## config.mk

```make
export PLATFORM = sky130hd
export DESIGN_NAME = load_store_unit
export DESIGN_NICKNAME = d
export VERILOG_FILES = /design/src/rtl/load_store_unit_pkg.sv /design/src/rtl/lsu_align.sv /design/src/rtl/load_store_unit.sv
export SDC_FILE = /design/constraint.sdc
export NUM_CORES = 1
export LEC_CHECK = 0
export CAP_MARGIN = 5
export CORE_MARGIN = 5
export CORE_UTILIZATION = 39
export CTS_CLUSTER_SIZE = 14
export DETAILED_ROUTE_END_ITERATION = 16
export PLACE_DENSITY_LB_ADDON = 0.05
export SETUP_SLACK_MARGIN = 0.5
export SYNTH_ARGS = -nofsm -noshare
export SYNTH_HDL_FRONTEND = slang
export SYNTH_SLANG_ARGS = --single-unit
```

## constraint.sdc

```tcl
create_clock -name clk -period 2.17 [get_ports clk]
set_clock_uncertainty 0.1 [all_clocks]
set_input_delay 0.5425 -clock clk [delete_from_list [all_inputs] [get_ports clk]]
set_output_delay 0.5425 -clock clk [all_outputs]
set_load 0.01 [all_outputs]
```

## src/rtl/load_store_unit_pkg.sv

```systemverilog
// Shared types and helpers for the load/store unit.
//   LoadStoreUnitBytes::Type  - access width / signedness of a memory access
//   LoadStoreUnitFuncts::Type - LOAD or STORE
//   LoadStoreUnitFuncts::state_t - FSM states of load_store_unit
//   is_misaligned()  - alignment check of an access against its width
//   lane_extend()    - pick the addressed lane out of a bus word and extend it

package LoadStoreUnitBytes;
    typedef enum logic [2:0] {
        BYTE   = 3'd0,
        HALF   = 3'd1,
        WORD   = 3'd2,
        BYTE_U = 3'd3,
        HALF_U = 3'd4
    } Type;
endpackage

package LoadStoreUnitFuncts;
    typedef enum logic {
        LOAD  = 1'b0,
        STORE = 1'b1
    } Type;

    typedef enum logic [1:0] {
        IDLE = 2'd0,
        BUSY = 2'd1,
        DONE = 2'd2
    } state_t;

    // Byte accesses can never be misaligned.
    function automatic logic is_misaligned(input LoadStoreUnitBytes::Type b,
                                           input logic [1:0]             a);
        case (b)
            LoadStoreUnitBytes::HALF,
            LoadStoreUnitBytes::HALF_U: is_misaligned = a[0];
            LoadStoreUnitBytes::WORD:   is_misaligned = (a != 2'b00);
            default:                    is_misaligned = 1'b0;
        endcase
    endfunction

    // Halfword lane uses only a[1]; a[0] is known zero for aligned halves.
    function automatic logic [31:0] lane_extend(input LoadStoreUnitBytes::Type b,
                                                input logic [1:0]             a,
                                                input logic [31:0]            word);
        logic [7:0]  b8;
        logic [15:0] h16;
        b8  = word[{a, 3'b000} +: 8];
        h16 = a[1] ? word[31:16] : word[15:0];
        case (b)
            LoadStoreUnitBytes::BYTE:   lane_extend = {{24{b8[7]}}, b8};
            LoadStoreUnitBytes::BYTE_U: lane_extend = {24'd0, b8};
            LoadStoreUnitBytes::HALF:   lane_extend = {{16{h16[15]}}, h16};
            LoadStoreUnitBytes::HALF_U: lane_extend = {16'd0, h16};
            default:                    lane_extend = word;
        endcase
    endfunction
endpackage

```

## src/rtl/lsu_align.sv

```systemverilog
// Combinational lane logic for the load/store unit.
//   bytes       - access width of the latched request
//   addr_lo     - byte offset within the word
//   wdata       - raw store data
//   mem_rdata   - bus read word
//   wstrb       - byte enables (unmasked; caller gates with write enable)
//   wdata_lanes - store data replicated across all byte lanes
//   load_data   - selected and extended load result
module lsu_align
    import LoadStoreUnitFuncts::*;
(
    input  LoadStoreUnitBytes::Type bytes,
    input  logic [1:0]              addr_lo,
    input  logic [31:0]             wdata,
    input  logic [31:0]             mem_rdata,
    output logic [3:0]              wstrb,
    output logic [31:0]             wdata_lanes,
    output logic [31:0]             load_data
);
    logic is_word;
    logic is_half;

    assign is_word = (bytes == LoadStoreUnitBytes::WORD);
    assign is_half = (bytes == LoadStoreUnitBytes::HALF) ||
                     (bytes == LoadStoreUnitBytes::HALF_U);

    always_comb begin
        if (is_word)
            wstrb = 4'b1111;
        else if (is_half)
            wstrb = 4'b0011 << addr_lo;
        else
            wstrb = 4'b0001 << addr_lo;
    end

    // Replicating the low byte/half into every lane lets the strobes alone
    // pick the destination, so no data shifter is needed.
    genvar gi;
    generate
        for (gi = 0; gi < 4; gi++) begin : g_lane
            assign wdata_lanes[8*gi +: 8] = is_word ? wdata[8*gi +: 8]
                                          : is_half ? wdata[8*(gi%2) +: 8]
                                          : wdata[7:0];
        end
    endgenerate

    assign load_data = lane_extend(bytes, addr_lo, mem_rdata);
endmodule

```

## src/rtl/load_store_unit.sv

```systemverilog
// Load/store unit: turns one core load/store request into a single bus
// transaction and reports completion with a one-cycle done pulse.
//   clk, reset          - clock, synchronous active-high reset
//   en, funct, bytes    - request strobe, LOAD/STORE, access width
//   addr, wdata         - effective address, store data
//   rdata, stall, done, fault - load result, core hold, completion, error
//   mem_*               - simple request/ready bus, word addressed
// Optional feature: define LSU_TIMEOUT_EN to fault a bus access that sees
// neither mem_ready nor mem_err for TIMEOUT cycles.
module load_store_unit
    import LoadStoreUnitFuncts::*;
#(
    parameter int TIMEOUT = 255
) (
    input  logic                     clk,
    input  logic                     reset,
    input  logic                     en,
    input  LoadStoreUnitFuncts::Type funct,
    input  LoadStoreUnitBytes::Type  bytes,
    input  logic [31:0]              addr,
    input  logic [31:0]              wdata,
    output logic [31:0]              rdata,
    output logic                     stall,
    output logic                     done,
    output logic                     fault,
    output logic                     mem_req,
    output logic                     mem_we,
    output logic [31:0]              mem_addr,
    output logic [31:0]              mem_wdata,
    output logic [3:0]               mem_wstrb,
    input  logic                     mem_ready,
    input  logic                     mem_err,
    input  logic [31:0]              mem_rdata
);
    state_t                   state_reg, state_next;
    LoadStoreUnitFuncts::Type funct_reg;
    LoadStoreUnitBytes::Type  bytes_reg;
    logic [31:0]              addr_reg;
    logic [31:0]              wdata_reg;
    logic [31:0]              rdata_reg, rdata_next;
    logic                     fault_reg, fault_next;

    logic [3:0]               wstrb_raw;
    logic [31:0]              wdata_lanes;
    logic [31:0]              load_data;
    logic                     misaligned_in;
    logic                     timeout_hit;

    assign misaligned_in = is_misaligned(bytes, addr[1:0]);

    lsu_align u_align (
        .bytes       (bytes_reg),
        .addr_lo     (addr_reg[1:0]),
        .wdata       (wdata_reg),
        .mem_rdata   (mem_rdata),
        .wstrb       (wstrb_raw),
        .wdata_lanes (wdata_lanes),
        .load_data   (load_data)
    );

`ifdef LSU_TIMEOUT_EN
    localparam int CNT_W = (TIMEOUT > 1) ? $clog2(TIMEOUT) : 1;
    logic [CNT_W-1:0] cnt_reg;

    // Counts BUSY cycles already spent waiting; the TIMEOUT-th idle BUSY
    // cycle is the last one.
    assign timeout_hit = (state_reg == BUSY) && !mem_ready && !mem_err &&
                         (cnt_reg == CNT_W'(TIMEOUT - 1));

    always_ff @(posedge clk) begin
        if (reset || state_reg != BUSY)
            cnt_reg <= '0;
        else if (!mem_ready && !mem_err)
            cnt_reg <= cnt_reg + 1'b1;
    end
`else
    assign timeout_hit = 1'b0;
`endif

    // State register
    always_ff @(posedge clk) begin
        if (reset)
            state_reg <= IDLE;
        else
            state_reg <= state_next;
    end

    // Request latch and completion results
    always_ff @(posedge clk) begin
        if (reset) begin
            funct_reg <= LOAD;
            bytes_reg <= LoadStoreUnitBytes::BYTE;
            addr_reg  <= '0;
            wdata_reg <= '0;
            rdata_reg <= '0;
            fault_reg <= 1'b0;
        end else begin
            if (state_reg == IDLE && en) begin
                funct_reg <= funct;
                bytes_reg <= bytes;
                addr_reg  <= addr;
                wdata_reg <= wdata;
            end
            rdata_reg <= rdata_next;
            fault_reg <= fault_next;
        end
    end

    // Next state; rdata/fault only change on entry to DONE so rdata holds
    // between completions.
    always_comb begin
        state_next = state_reg;
        rdata_next = rdata_reg;
        fault_next = fault_reg;
        unique case (state_reg)
            IDLE: begin
                if (en) begin
                    if (misaligned_in) begin
                        state_next = DONE;
                        rdata_next = '0;
                        fault_next = 1'b1;
                    end else begin
                        state_next = BUSY;
                    end
                end
            end
            BUSY: begin
                // Error takes priority over a simultaneous ready.
                if (mem_err) begin
                    state_next = DONE;
                    rdata_next = '0;
                    fault_next = 1'b1;
                end else if (mem_ready) begin
                    state_next = DONE;
                    rdata_next = (funct_reg == LOAD) ? load_data : 32'd0;
                    fault_next = 1'b0;
                end else if (timeout_hit) begin
                    state_next = DONE;
                    rdata_next = '0;
                    fault_next = 1'b1;
                end
            end
            DONE:    state_next = IDLE;
            default: state_next = IDLE;
        endcase
    end

    // Outputs
    always_comb begin
        mem_req   = (state_reg == BUSY);
        mem_we    = mem_req && (funct_reg == STORE);
        mem_addr  = mem_req ? {addr_reg[31:2], 2'b00} : 32'd0;
        mem_wdata = mem_we ? wdata_lanes : 32'd0;
        mem_wstrb = mem_we ? wstrb_raw : 4'd0;
        done      = (state_reg == DONE);
        fault     = done && fault_reg;
        rdata     = rdata_reg;
        stall     = en && !done;
    end
endmodule

```

==> results.sh, run 1 <==
export IMPL_final_hold_violation_count=0
export IMPL_max_cap_violations=0
export IMPL_postSynthCellCount=649
export IMPL_r2r_end="rdata[30]$_SDFFE_PP0P_"
export IMPL_timing_critical_path_fanout_max=5
export IMPL_worstHoldStart="addr_reg[22]$_SDFFE_PP0P_"
export IMPL_design_core_area_um2=12700
export IMPL_hold_path_end="addr_reg[22]$_SDFFE_PP0P_"
export IMPL_worst_r2r_setup_slack_ns=0.21
export IMPL_total_power_mw=5.38
export IMPL_clkLatencyLatePin_ns=0.34
export IMPL_multi_input_area_um2=3670
export IMPL_design_final_nets=1023
export IMPL_first_global_vias=5617
export IMPL_routed_via_count=5946
export IMPL_io_buffer_count=207
export IMPL_drt_initial_drc_count=481
export IMPL_wl_met2_mm=10.9
export IMPL_gr_total_overflow=0
export IMPL_grt_antenna_before_repair=3
export IMPL_timing_setup_critical_path_class="flip-flop to primary output"
export IMPL_grt_setup_unrepaired="true"
export IMPL_max_vdd_ir_drop_mv=0.353
export IMPL_critPathCaptureType="primary output"
export IMPL_hold_slack_ns=0.352
export IMPL_first_pass_grt_wire_length_mm=28.7
export IMPL_clock_root_buffer="sky130_fd_sc_hd__clkbuf_16"
export IMPL_worst_path_max_delay_cell="sky130_fd_sc_hd__dfxtp_2"
export IMPL_cts_reportedPaths_clkPinSlew_ns=0.07
export IMPL_pwr_density_nw_per_um2=560
export IMPL_ant_nets=0
export IMPL_arrival_ns=1.84
export IMPL_route_layer_met1_wl_mm=8.56
export IMPL_fmaxAchievable_mhz=403
export IMPL_final_period_minus_worst_setup_slack_ns=2.48
export IMPL_violations_in_the_final_reports="setup timing"
export IMPL_seq_area_frac_synth=0.406
export IMPL_grt_start_max_net_pins=66
export IMPL_fillerInstances=901
export IMPL_tritoncts="done"
export IMPL_worstPathRequired_ns=1.53
export IMPL_post_route_cells_drive_above_1_share=0.447
export IMPL_report_final_setup_viol=59
export IMPL_yosys_register_bits=103
export IMPL_slew_headroom=0.384
export IMPL_post_dp_hpwl_mm=12.9
export IMPL_uppermost_metal_layer_occupied_by_signal_nets="met5"
export IMPL_flow_area_growth_from_synthesis_pct=89.2
export IMPL_cells_on_worst_reg2reg_path=4
export IMPL_postRouteWirelength_mm=21.7
export IMPL_floorplan_die_width_um=124
export IMPL_grt_util_all_layers=0.240
export IMPL_wl_per_cell_um=19.8
export IMPL_via_per_inst=5.42
export IMPL_worst_setup_path_start_kind="flip-flop"
export IMPL_final_count_of_pins_violating_max_slew=0
export IMPL_io_pins=210
export IMPL_drt_pass1_iter_count=5
export IMPL_count_of_flip_flops_with_a_built_in_enable_after_synthesis=0
export IMPL_place_area_um2=7750
export IMPL_syn_area_um2=5080
export IMPL_reg2reg_launch_point="addr_reg[1]$_SDFFE_PP0P_"
export IMPL_period_share=1.14
export IMPL_h_tree_depth=3
export IMPL_cts_made_buffers=9
export IMPL_timing_setup_tns_ns=-7.87
export IMPL_cts_max_path_buffers=2
export IMPL_placement_rows=41
export IMPL_status="finished with violations"
export IMPL_clock_sinks=103
export IMPL_critical_path_max_stage_delay_ns=0.33
export IMPL_worst_pin_slew_ns=0.925
export IMPL_mean_instance_size_in_the_synthesized_netlist_um2=7.83
export IMPL_async_reset_ff_frac=0
export IMPL_total_of_warnings_raised_by_yosys=0
export IMPL_floorplan_die_area_um2=15400
export IMPL_synth_distinct_cells=44
export IMPL_static_leakage_power_nw=3.98
export IMPL_critical_path_cell_chain="buf_6, xnor2_4, nor2_4, buf_12, buf_16, mux2i_4, a211oi_2, buf_2"
export IMPL_gp_congestion=0.920
export IMPL_holdCritPathClass="flip-flop to flip-flop"
export IMPL_detailroute_wirelength_met3_mm=1.47
export IMPL_effective_utilization_at_floorplan=0.401
export IMPL_min_path_cells=2
export IMPL_design_area_um2=9610
export IMPL_area_sequential_um2=2080
export IMPL_post_route_drc_count=0
export IMPL_die_h_um=124
export IMPL_postLayoutSetupSlackWorst_ns=-0.314
export IMPL_synth_flop_cell="sky130_fd_sc_hd__dfxtp_1"
## placed cells by master, fill, tap and decap left out, types with 6 or more instances in the layout
| cell type | synthesis | routed |
|---|---|---|
| sky130_fd_sc_hd__dlygate4sd2_1 | 0 | 41 |
| sky130_fd_sc_hd__buf_16 | 0 | 7 |
| sky130_fd_sc_hd__and2_4 | 0 | 25 |
| sky130_fd_sc_hd__a221oi_2 | 0 | 6 |
| sky130_fd_sc_hd__dfxtp_1 | 103 | 96 |
| sky130_fd_sc_hd__mux2_2 | 16 | 15 |
| sky130_fd_sc_hd__a32o_1 | 8 | 8 |
| sky130_fd_sc_hd__mux2i_1 | 17 | 11 |
| sky130_fd_sc_hd__nand2_2 | 0 | 8 |
| sky130_fd_sc_hd__nand2_1 | 155 | 121 |
| sky130_fd_sc_hd__a21oi_2 | 0 | 45 |
| sky130_fd_sc_hd__a222oi_1 | 7 | 7 |
| sky130_fd_sc_hd__a21oi_1 | 79 | 34 |
| sky130_fd_sc_hd__buf_4 | 4 | 43 |
| sky130_fd_sc_hd__clkbuf_16 | 0 | 16 |
| sky130_fd_sc_hd__and2_1 | 33 | 8 |
| sky130_fd_sc_hd__and3_4 | 0 | 9 |
| sky130_fd_sc_hd__buf_2 | 6 | 36 |
| sky130_fd_sc_hd__inv_1 | 37 | 36 |
| sky130_fd_sc_hd__buf_6 | 1 | 64 |
| sky130_fd_sc_hd__clkdlybuf4s50_1 | 0 | 90 |
| sky130_fd_sc_hd__nor2_1 | 43 | 37 |
| sky130_fd_sc_hd__o22ai_2 | 10 | 30 |
| sky130_fd_sc_hd__buf_12 | 1 | 15 |
| sky130_fd_sc_hd__a211oi_2 | 0 | 6 |
| sky130_fd_sc_hd__nand2_4 | 0 | 25 |
## critical path: cells and delay by family, from the launching register on
kind	cells	cell delay, ns
flops	1	0.33
compound gates	1	0.19
buf+inv	4	0.55
simple gates	1	0.08
xor+xnor	1	0.17
mux	1	0.18
## stage by stage
stage	util	setup slack, ns	instances
6_report	0.758	-0.314	1097
5_1_grt	0.758	-0.371	1097
4_1_cts	0.671	-0.296	1067
3_5_place_dp	0.612	-0.307	1023
3_3_place_gp	0.612	-0.256	1023
2_1_floorplan	-	0.137	650
## per-layer routing
metal	track usage	up-vias
met2	0.396	229
li1	-	2752
met1	0.298	2913
met4	0.0924	2
met5	0	-
met3	0.0645	50
## cell type report
type                            count  area share
Clock inverter                      3     0.00182
Sequential cell                   103       0.216
Timing Repair Buffer              309       0.335
Clock buffer                       13      0.0271
Multi-Input combinational cell    458       0.382
Inverter                           37      0.0150
Tap cell                          172      0.0224
Antenna cell                        2    0.000521
## worst max-delay path by stage
| stage | end | start |
|---|---|---|
| after floorplan | mem_wdata[24] | bytes_reg[2]$_SDFFE_PP0P_ |
| after global placement | mem_wdata[12] | bytes_reg[2]$_SDFFE_PP0P_ |
| after detailed placement | mem_wdata[13] | bytes_reg[2]$_SDFFE_PP0P_ |
| after CTS | mem_wdata[24] | bytes_reg[0]$_SDFFE_PP0P_ |
| after global routing | mem_wdata[27] | bytes_reg[2]$_SDFFE_PP0P_ |
| final | mem_wdata[26] | bytes_reg[2]$_SDFFE_PP0P_ |
## power breakdown
| part | switching [mW] | internal (mW) | leakage [nW] | total [mW] |
|---|---|---|---|---|
| sequential | 0.0991 | 2.00 | 0.845 | 2.10 |
| clock | 0.705 | 0.839 | 0.136 | 1.54 |
| combinational | 0.830 | 0.906 | 3.00 | 1.74 |
| total | 1.63 | 3.74 | 3.98 | 5.38 |
## cells in the mapped netlist, types with 10 or more instances
cell / number / area share
sky130_fd_sc_hd__a21oi_1: 79 / 0.078
sky130_fd_sc_hd__mux2_2: 16 / 0.035
sky130_fd_sc_hd__clkbuf_1: 36 / 0.027
sky130_fd_sc_hd__inv_1: 37 / 0.027
sky130_fd_sc_hd__nand2_1: 155 / 0.11
sky130_fd_sc_hd__o22ai_2: 10 / 0.025
sky130_fd_sc_hd__and2_1: 33 / 0.041
sky130_fd_sc_hd__nor2_1: 43 / 0.032
sky130_fd_sc_hd__dfxtp_1: 103 / 0.41
sky130_fd_sc_hd__o22ai_1: 22 / 0.027
sky130_fd_sc_hd__mux2i_1: 17 / 0.034
## cells by family after synthesis
group / after synthesis / synth area share
AND/OR/NAND/NOR: 256 / 0.222
buffers and inverters: 91 / 0.0764
multiplexers: 34 / 0.0734
other: 1 / 0.000738
AO/OA/AOI/OAI: 160 / 0.213
flip-flops: 103 / 0.406
XOR/XNOR: 4 / 0.00838
## what timing repair did
item | in CTS | in global routing
setup endpoints to repair | 157 | 153
setup buffers | 21 | 17
gates resized for setup | 409 | 215
gates cloned | 7 | 11
pin swaps | 30 | 70
hold endpoints to repair | 0 | 0
hold buffers | 0 | 0
Note: power is estimated with default switching activity, not from simulation.
==> inputs of run 2 (changes only) <==
--- a/config.mk
+++ b/config.mk
@@ -5,9 +5,9 @@
 export SDC_FILE = /design/constraint.sdc
 export NUM_CORES = 1
 export LEC_CHECK = 0
-export CAP_MARGIN = 5
+export CAP_MARGIN = 40
 export CORE_MARGIN = 5
-export CORE_UTILIZATION = 39
+export CORE_UTILIZATION = 28
 export CTS_CLUSTER_SIZE = 14
 export DETAILED_ROUTE_END_ITERATION = 16
 export PLACE_DENSITY_LB_ADDON = 0.05
==> results.sh, run 2 (synthesis results as in run 1) <==
export IMPL_critical_path_cell_chain="or3b_4, o21ai_4, buf_12, mux2i_1, nor2_1, buf_2"
export IMPL_timing_critical_path_fanout_max=8
export IMPL_power_switching_mw=1.61
export IMPL_slew_headroom=0.492
export IMPL_wl_per_cell_um=18.7
export IMPL_floorplan_die_width_um=145
export IMPL_postRouteWirelength_mm=21.5
export IMPL_design_core_area_um2=17900
export IMPL_reg2reg_launch_point="addr_reg[1]$_SDFFE_PP0P_"
export IMPL_fillerInstances=1648
export IMPL_cts_reportedPaths_clkPinSlew_ns=0.07
export IMPL_final_period_minus_worst_setup_slack_ns=2.45
export IMPL_placement_rows=49
export IMPL_crit_end="mem_wdata[15]"
export IMPL_postLayoutSetupSlackWorst_ns=-0.282
export IMPL_fmaxAchievable_mhz=408
export IMPL_final_count_of_pins_violating_max_slew=0
export IMPL_r2r_end="rdata[30]$_SDFFE_PP0P_"
export IMPL_pwr_share_comb=0.305
export IMPL_design_final_nets=1018
export IMPL_post_route_drc_count=0
export IMPL_timing_setup_tns_ns=-5.89
export IMPL_static_leakage_power_nw=3.92
export IMPL_worst_path_max_delay_cell="sky130_fd_sc_hd__or3b_4"
export IMPL_gp_congestion=0.846
export IMPL_total_power_mw=5.43
export IMPL_worstPathRequired_ns=1.53
export IMPL_violations_in_the_final_reports="setup timing"
export IMPL_via_per_inst=4.91
export IMPL_top_usage_layer="met2"
export IMPL_layout_common_cells="143 x sky130_fd_sc_hd__nand2_1, 97 x sky130_fd_sc_hd__dfxtp_1, 91 x sky130_fd_sc_hd__clkdlybuf4s50_1"
export IMPL_tritoncts="done"
export IMPL_cts_made_buffers=9
export IMPL_pwr_density_nw_per_um2=570
export IMPL_swShare=0.296
export IMPL_worst_setup_path_start_kind="flip-flop"
export IMPL_worst_setup_path_startpoint="bytes_reg[2]$_SDFFE_PP0P_"
export IMPL_grt_util_all_layers=0.181
export IMPL_die_h_um=145
export IMPL_holdCritPathClass="flip-flop to flip-flop"
export IMPL_intPower_mw=3.82
export IMPL_gr_total_overflow=0
export IMPL_drt_initial_drc_count=267
export IMPL_io_pins=210
export IMPL_clkLatencyLatePin_ns=0.34
export IMPL_worst_pin_slew_ns=0.759
export IMPL_status="finished with violations"
export IMPL_grt_setup_unrepaired="true"
export IMPL_use_met3=0.0460
export IMPL_timing_setup_critical_path_class="flip-flop to primary output"
export IMPL_postLayoutCoreUtil=0.532
export IMPL_max_vdd_ir_drop_mv=0.380
export IMPL_io_buffer_count=207
export IMPL_first_pass_grt_wire_length_mm=29.7
export IMPL_drt_pass1_iter_count=4
export IMPL_flow_area_growth_from_synthesis_pct=87.5
export IMPL_clock_root_buffer="sky130_fd_sc_hd__clkbuf_16"
export IMPL_post_route_cells_drive_above_1_share=0.394
export IMPL_floorplan_die_area_um2=20900
export IMPL_cells_on_worst_reg2reg_path=5
export IMPL_power_share_clock=0.310
export IMPL_first_global_vias=5427
export IMPL_period_share=1.13
export IMPL_grt_start_max_net_pins=61
export IMPL_cts_max_path_buffers=2
export IMPL_post_dp_hpwl_mm=13.7
export IMPL_grt_antenna_before_repair=2
export IMPL_clock_sinks=103
export IMPL_critPathCaptureType="primary output"
export IMPL_place_area_um2=7820
export IMPL_final_hold_violation_count=0
export IMPL_critical_path_max_stage_delay_ns=0.46
export IMPL_worst_r2r_setup_slack_ns=0.22
export IMPL_power_share_sequential=0.385
export IMPL_max_cap_violations=0
export IMPL_grtUsageMet2=0.296
export IMPL_met1_capacity_usage_during_global_routing=0.235
export IMPL_arrival_ns=1.81
export IMPL_mostFrequentLayoutCell="sky130_fd_sc_hd__nand2_1"
export IMPL_effective_utilization_at_floorplan=0.284
export IMPL_routed_via_count=5633
export IMPL_ant_nets=0
export IMPL_report_final_setup_viol=34
export IMPL_h_tree_depth=3
export IMPL_design_area_um2=9520
==> run 2: cell type report <==
class | count | area, um^2 | area share
flip-flops and latches | 103 | 2070 | 0.218
inverters | 37 | 144 | 0.0151
clock inverters | 5 | 63.8 | 0.00670
repair buffers | 304 | 3300 | 0.346
diodes | 1 | 2.50 | 0.000263
well taps | 229 | 287 | 0.0301
multi-input cells | 458 | 3420 | 0.359
clock buffers | 10 | 239 | 0.0251
==> run 2: power groups by stage <==
stage               clock network (mW)  registers, mW  logic (mW)
global route                      1.80           2.10        1.76
CTS                               1.74           2.08        1.37
finish                            1.68           2.09        1.66
detailed placement                   0           2.12        1.15
global placement                     0           2.11        1.14
floorplan                            0           2.10       0.635
==> run 2: through the flow <==
step	hold slack [ns]	setup WS [ns]	cells
6_report	0.356	-0.282	1147
5_1_grt	0.378	-0.375	1147
4_1_cts	0.354	-0.289	1120
3_5_place_dp	0.342	-0.316	1079
3_3_place_gp	0.339	-0.287	1079
2_1_floorplan	0.329	0.137	650
==> run 2: layer usage <==
metal | vias to the layer above | share of wire
met5 | - | 0.00061
met4 | 2 | 0.019
met3 | 29 | 0.069
met2 | 176 | 0.49
met1 | 2688 | 0.42
li1 | 2738 | -
==> run 2: critical path: cells and delay by family, from the launching register on <==
family	cells	cell delay, ns
compound gates	1	0.09
flops	1	0.34
mux	1	0.22
simple gates	2	0.51
buf+inv	2	0.28
==> run 2: repair_timing <==
item / CTS / global route
buffers inserted: 19 / 11
pin swaps: 21 / 41
endpoints found under the setup margin: 138 / 175
gates cloned: 7 / 15
hold buffers: 0 / 0
gates resized for setup: 410 / 156
==> run 2: worst min-delay path by stage <==
stage	startpoint	endpoint	slack, ns	cells past startpoint
global route	addr_reg[23]$_SDFFE_PP0P_	addr_reg[23]$_SDFFE_PP0P_	0.38	2
global placement	addr_reg[20]$_SDFFE_PP0P_	addr_reg[20]$_SDFFE_PP0P_	0.34	2
floorplan	fault_reg$_SDFFE_PP0P_	fault_reg$_SDFFE_PP0P_	0.33	2
finish	addr_reg[28]$_SDFFE_PP0P_	addr_reg[28]$_SDFFE_PP0P_	0.36	2
CTS	addr_reg[6]$_SDFFE_PP0P_	addr_reg[6]$_SDFFE_PP0P_	0.35	2
detailed placement	fault_reg$_SDFFE_PP0P_	fault_reg$_SDFFE_PP0P_	0.34	2
==> inputs of run 3 (changes only) <==
--- a/config.mk
+++ b/config.mk
@@ -6,7 +6,6 @@
 export NUM_CORES = 1
 export LEC_CHECK = 0
 export CAP_MARGIN = 40
-export CORE_MARGIN = 5
 export CORE_UTILIZATION = 28
 export CTS_CLUSTER_SIZE = 14
 export DETAILED_ROUTE_END_ITERATION = 16
==> results.sh, run 3 (synthesis results as in run 1) <==
export IMPL_place_area_um2=7870
export IMPL_grt_antenna_before_repair=4
export IMPL_min_path_cells=2
export IMPL_clock_sinks=103
export IMPL_wl_per_cell_um=17.9
export IMPL_timing_critical_path_fanout_max=5
export IMPL_io_pins=210
export IMPL_power_share_clock=0.320
export IMPL_final_period_minus_worst_setup_slack_ns=2.48
export IMPL_r2r_end="rdata[19]$_SDFFE_PP0P_"
export IMPL_first_pass_grt_wire_length_mm=30.5
export IMPL_hold_path_end="addr_reg[9]$_SDFFE_PP0P_"
export IMPL_route_layer_met1_wl_mm=8.80
export IMPL_swShare=0.286
export IMPL_h_tree_depth=3
export IMPL_floorplan_die_area_um2=18700
export IMPL_worst_r2r_setup_slack_ns=0.10
export IMPL_period_share=1.14
export IMPL_design_area_um2=9630
export IMPL_timing_setup_tns_ns=-7.22
export IMPL_status="finished with violations"
export IMPL_drt_initial_drc_count=373
export IMPL_effective_utilization_at_floorplan=0.291
export IMPL_clkLatencyLatePin_ns=0.35
export IMPL_count_of_hold_fix_buffers_inserted_at_cts=0
export IMPL_final_count_of_pins_violating_max_slew=0
export IMPL_gr_total_overflow=0
export IMPL_reg2reg_launch_point="bytes_reg[1]$_SDFFE_PP0P_"
export IMPL_wl_met2_mm=10.2
export IMPL_drt_pass1_iter_count=6
export IMPL_die_h_um=137
export IMPL_power_share_sequential=0.379
export IMPL_floorplan_die_width_um=137
export IMPL_fmaxAchievable_mhz=403
export IMPL_cts_made_buffers=9
export IMPL_mostFrequentLayoutCell="sky130_fd_sc_hd__nand2_1"
export IMPL_postRouteWirelength_mm=20.9
export IMPL_worst_pin_slew_ns=0.687
export IMPL_post_route_drc_count=0
export IMPL_violations_in_the_final_reports="setup timing"
export IMPL_placement_rows=48
export IMPL_slew_headroom=0.540
export IMPL_report_final_setup_viol=43
export IMPL_gp_congestion=0.824
export IMPL_arrival_ns=1.84
export IMPL_clock_root_buffer="sky130_fd_sc_hd__clkbuf_16"
export IMPL_io_buffer_count=207
export IMPL_critPathCaptureType="primary output"
export IMPL_grt_start_max_net_pins=42
export IMPL_post_place_setup_slack_ns=-0.302
export IMPL_worstPathRequired_ns=1.53
export IMPL_design_core_area_um2=17500
export IMPL_cts_reportedPaths_clkPinSlew_ns=0.07
export IMPL_routed_via_count=5777
export IMPL_max_vdd_ir_drop_mv=0.471
export IMPL_via_per_inst=4.95
export IMPL_flow_area_growth_from_synthesis_pct=89.7
export IMPL_post_route_cells_drive_above_1_share=0.398
export IMPL_detailroute_wirelength_met3_mm=1.34
export IMPL_postLayoutCoreUtil=0.551
export IMPL_total_power_mw=5.51
export IMPL_layout_cells_non_filler=1167
export IMPL_first_global_vias=5634
export IMPL_worst_setup_path_start_kind="flip-flop"
export IMPL_holdCritPathClass="flip-flop to flip-flop"
export IMPL_grt_util_all_layers=0.215
export IMPL_tritoncts="done"
export IMPL_intPower_mw=3.94
export IMPL_worstHoldStart="addr_reg[9]$_SDFFE_PP0P_"
export IMPL_layout_common_cells="144 x sky130_fd_sc_hd__nand2_1, 97 x sky130_fd_sc_hd__dfxtp_1, 93 x sky130_fd_sc_hd__clkdlybuf4s50_1"
export IMPL_post_dp_hpwl_mm=13.4
export IMPL_timing_setup_critical_path_class="flip-flop to primary output"
export IMPL_cts_max_path_buffers=2
export IMPL_cells_on_worst_reg2reg_path=9
export IMPL_hold_slack_ns=0.355
export IMPL_power_switching_mw=1.57
export IMPL_max_cap_violations=0
export IMPL_pwr_density_nw_per_um2=572
export IMPL_pwr_share_comb=0.301
export IMPL_design_final_nets=1040
export IMPL_ant_nets=0
export IMPL_uppermost_metal_layer_occupied_by_signal_nets="met5"
export IMPL_final_hold_violation_count=0
export IMPL_static_leakage_power_nw=3.99
export IMPL_postLayoutSetupSlackWorst_ns=-0.314
export IMPL_place_detailed_instances=1084
export IMPL_grt_setup_unrepaired="true"
## run 3: what timing repair did
item                                    in CTS  in global routing
endpoints found under the setup margin     198                175
gates resized for setup                    451                120
buffers inserted                            36                 11
pin swaps                                   50                 34
cloned                                      11                  7
## run 3: metal layers
layer  vias to the layer above  GRT usage
met5                         -          0
met4                         2     0.0784
met3                        35     0.0548
met2                       200      0.364
met1                      2758      0.260
li1                       2782          -
## run 3: area by class of cell
| class | count | area [um^2] |
|---|---|---|
| Clock inverter | 3 | 67.6 |
| Clock buffer | 12 | 246 |
| Inverter | 37 | 146 |
| Sequential cell | 103 | 2080 |
| Antenna cell | 3 | 7.51 |
| Timing Repair Buffer | 327 | 3470 |
| Tap cell | 225 | 282 |
| Fill cell | 1603 | 7840 |
| Multi-Input combinational cell | 457 | 3330 |
## run 3: power groups by stage
stage | clock network [mW] | logic (mW) | registers [mW]
floorplan | 0 | 0.635 | 2.10
detailed placement | 0 | 1.16 | 2.12
CTS | 1.80 | 1.47 | 2.08
global route | 1.88 | 1.77 | 2.10
finish | 1.76 | 1.66 | 2.09
global placement | 0 | 1.14 | 2.12
## run 3: how the worst max path moves through the flow
| stage | startpoint | endpoint | slack (ns) | cells past startpoint |
|---|---|---|---|---|
| 5_1_grt | bytes_reg[0]$_SDFFE_PP0P_ | mem_wdata[13] | -0.37 | 6 |
| 4_1_cts | bytes_reg[0]$_SDFFE_PP0P_ | mem_wdata[26] | -0.31 | 5 |
| 3_5_place_dp | bytes_reg[2]$_SDFFE_PP0P_ | mem_wdata[11] | -0.30 | 5 |
| 2_1_floorplan | bytes_reg[2]$_SDFFE_PP0P_ | mem_wdata[24] | 0.14 | 5 |
| 3_3_place_gp | bytes_reg[2]$_SDFFE_PP0P_ | mem_wdata[11] | -0.28 | 5 |
| 6_report | bytes_reg[0]$_SDFFE_PP0P_ | mem_wdata[25] | -0.31 | 5 |
## run 3: worst max-delay path, cell delays in order, from the launching register on
cell	delay [ns]
sky130_fd_sc_hd__dfxtp_4	0.36
sky130_fd_sc_hd__or3b_4	0.45
sky130_fd_sc_hd__buf_12	0.16
sky130_fd_sc_hd__buf_16	0.14
sky130_fd_sc_hd__a211oi_4	0.21
sky130_fd_sc_hd__buf_2	0.17
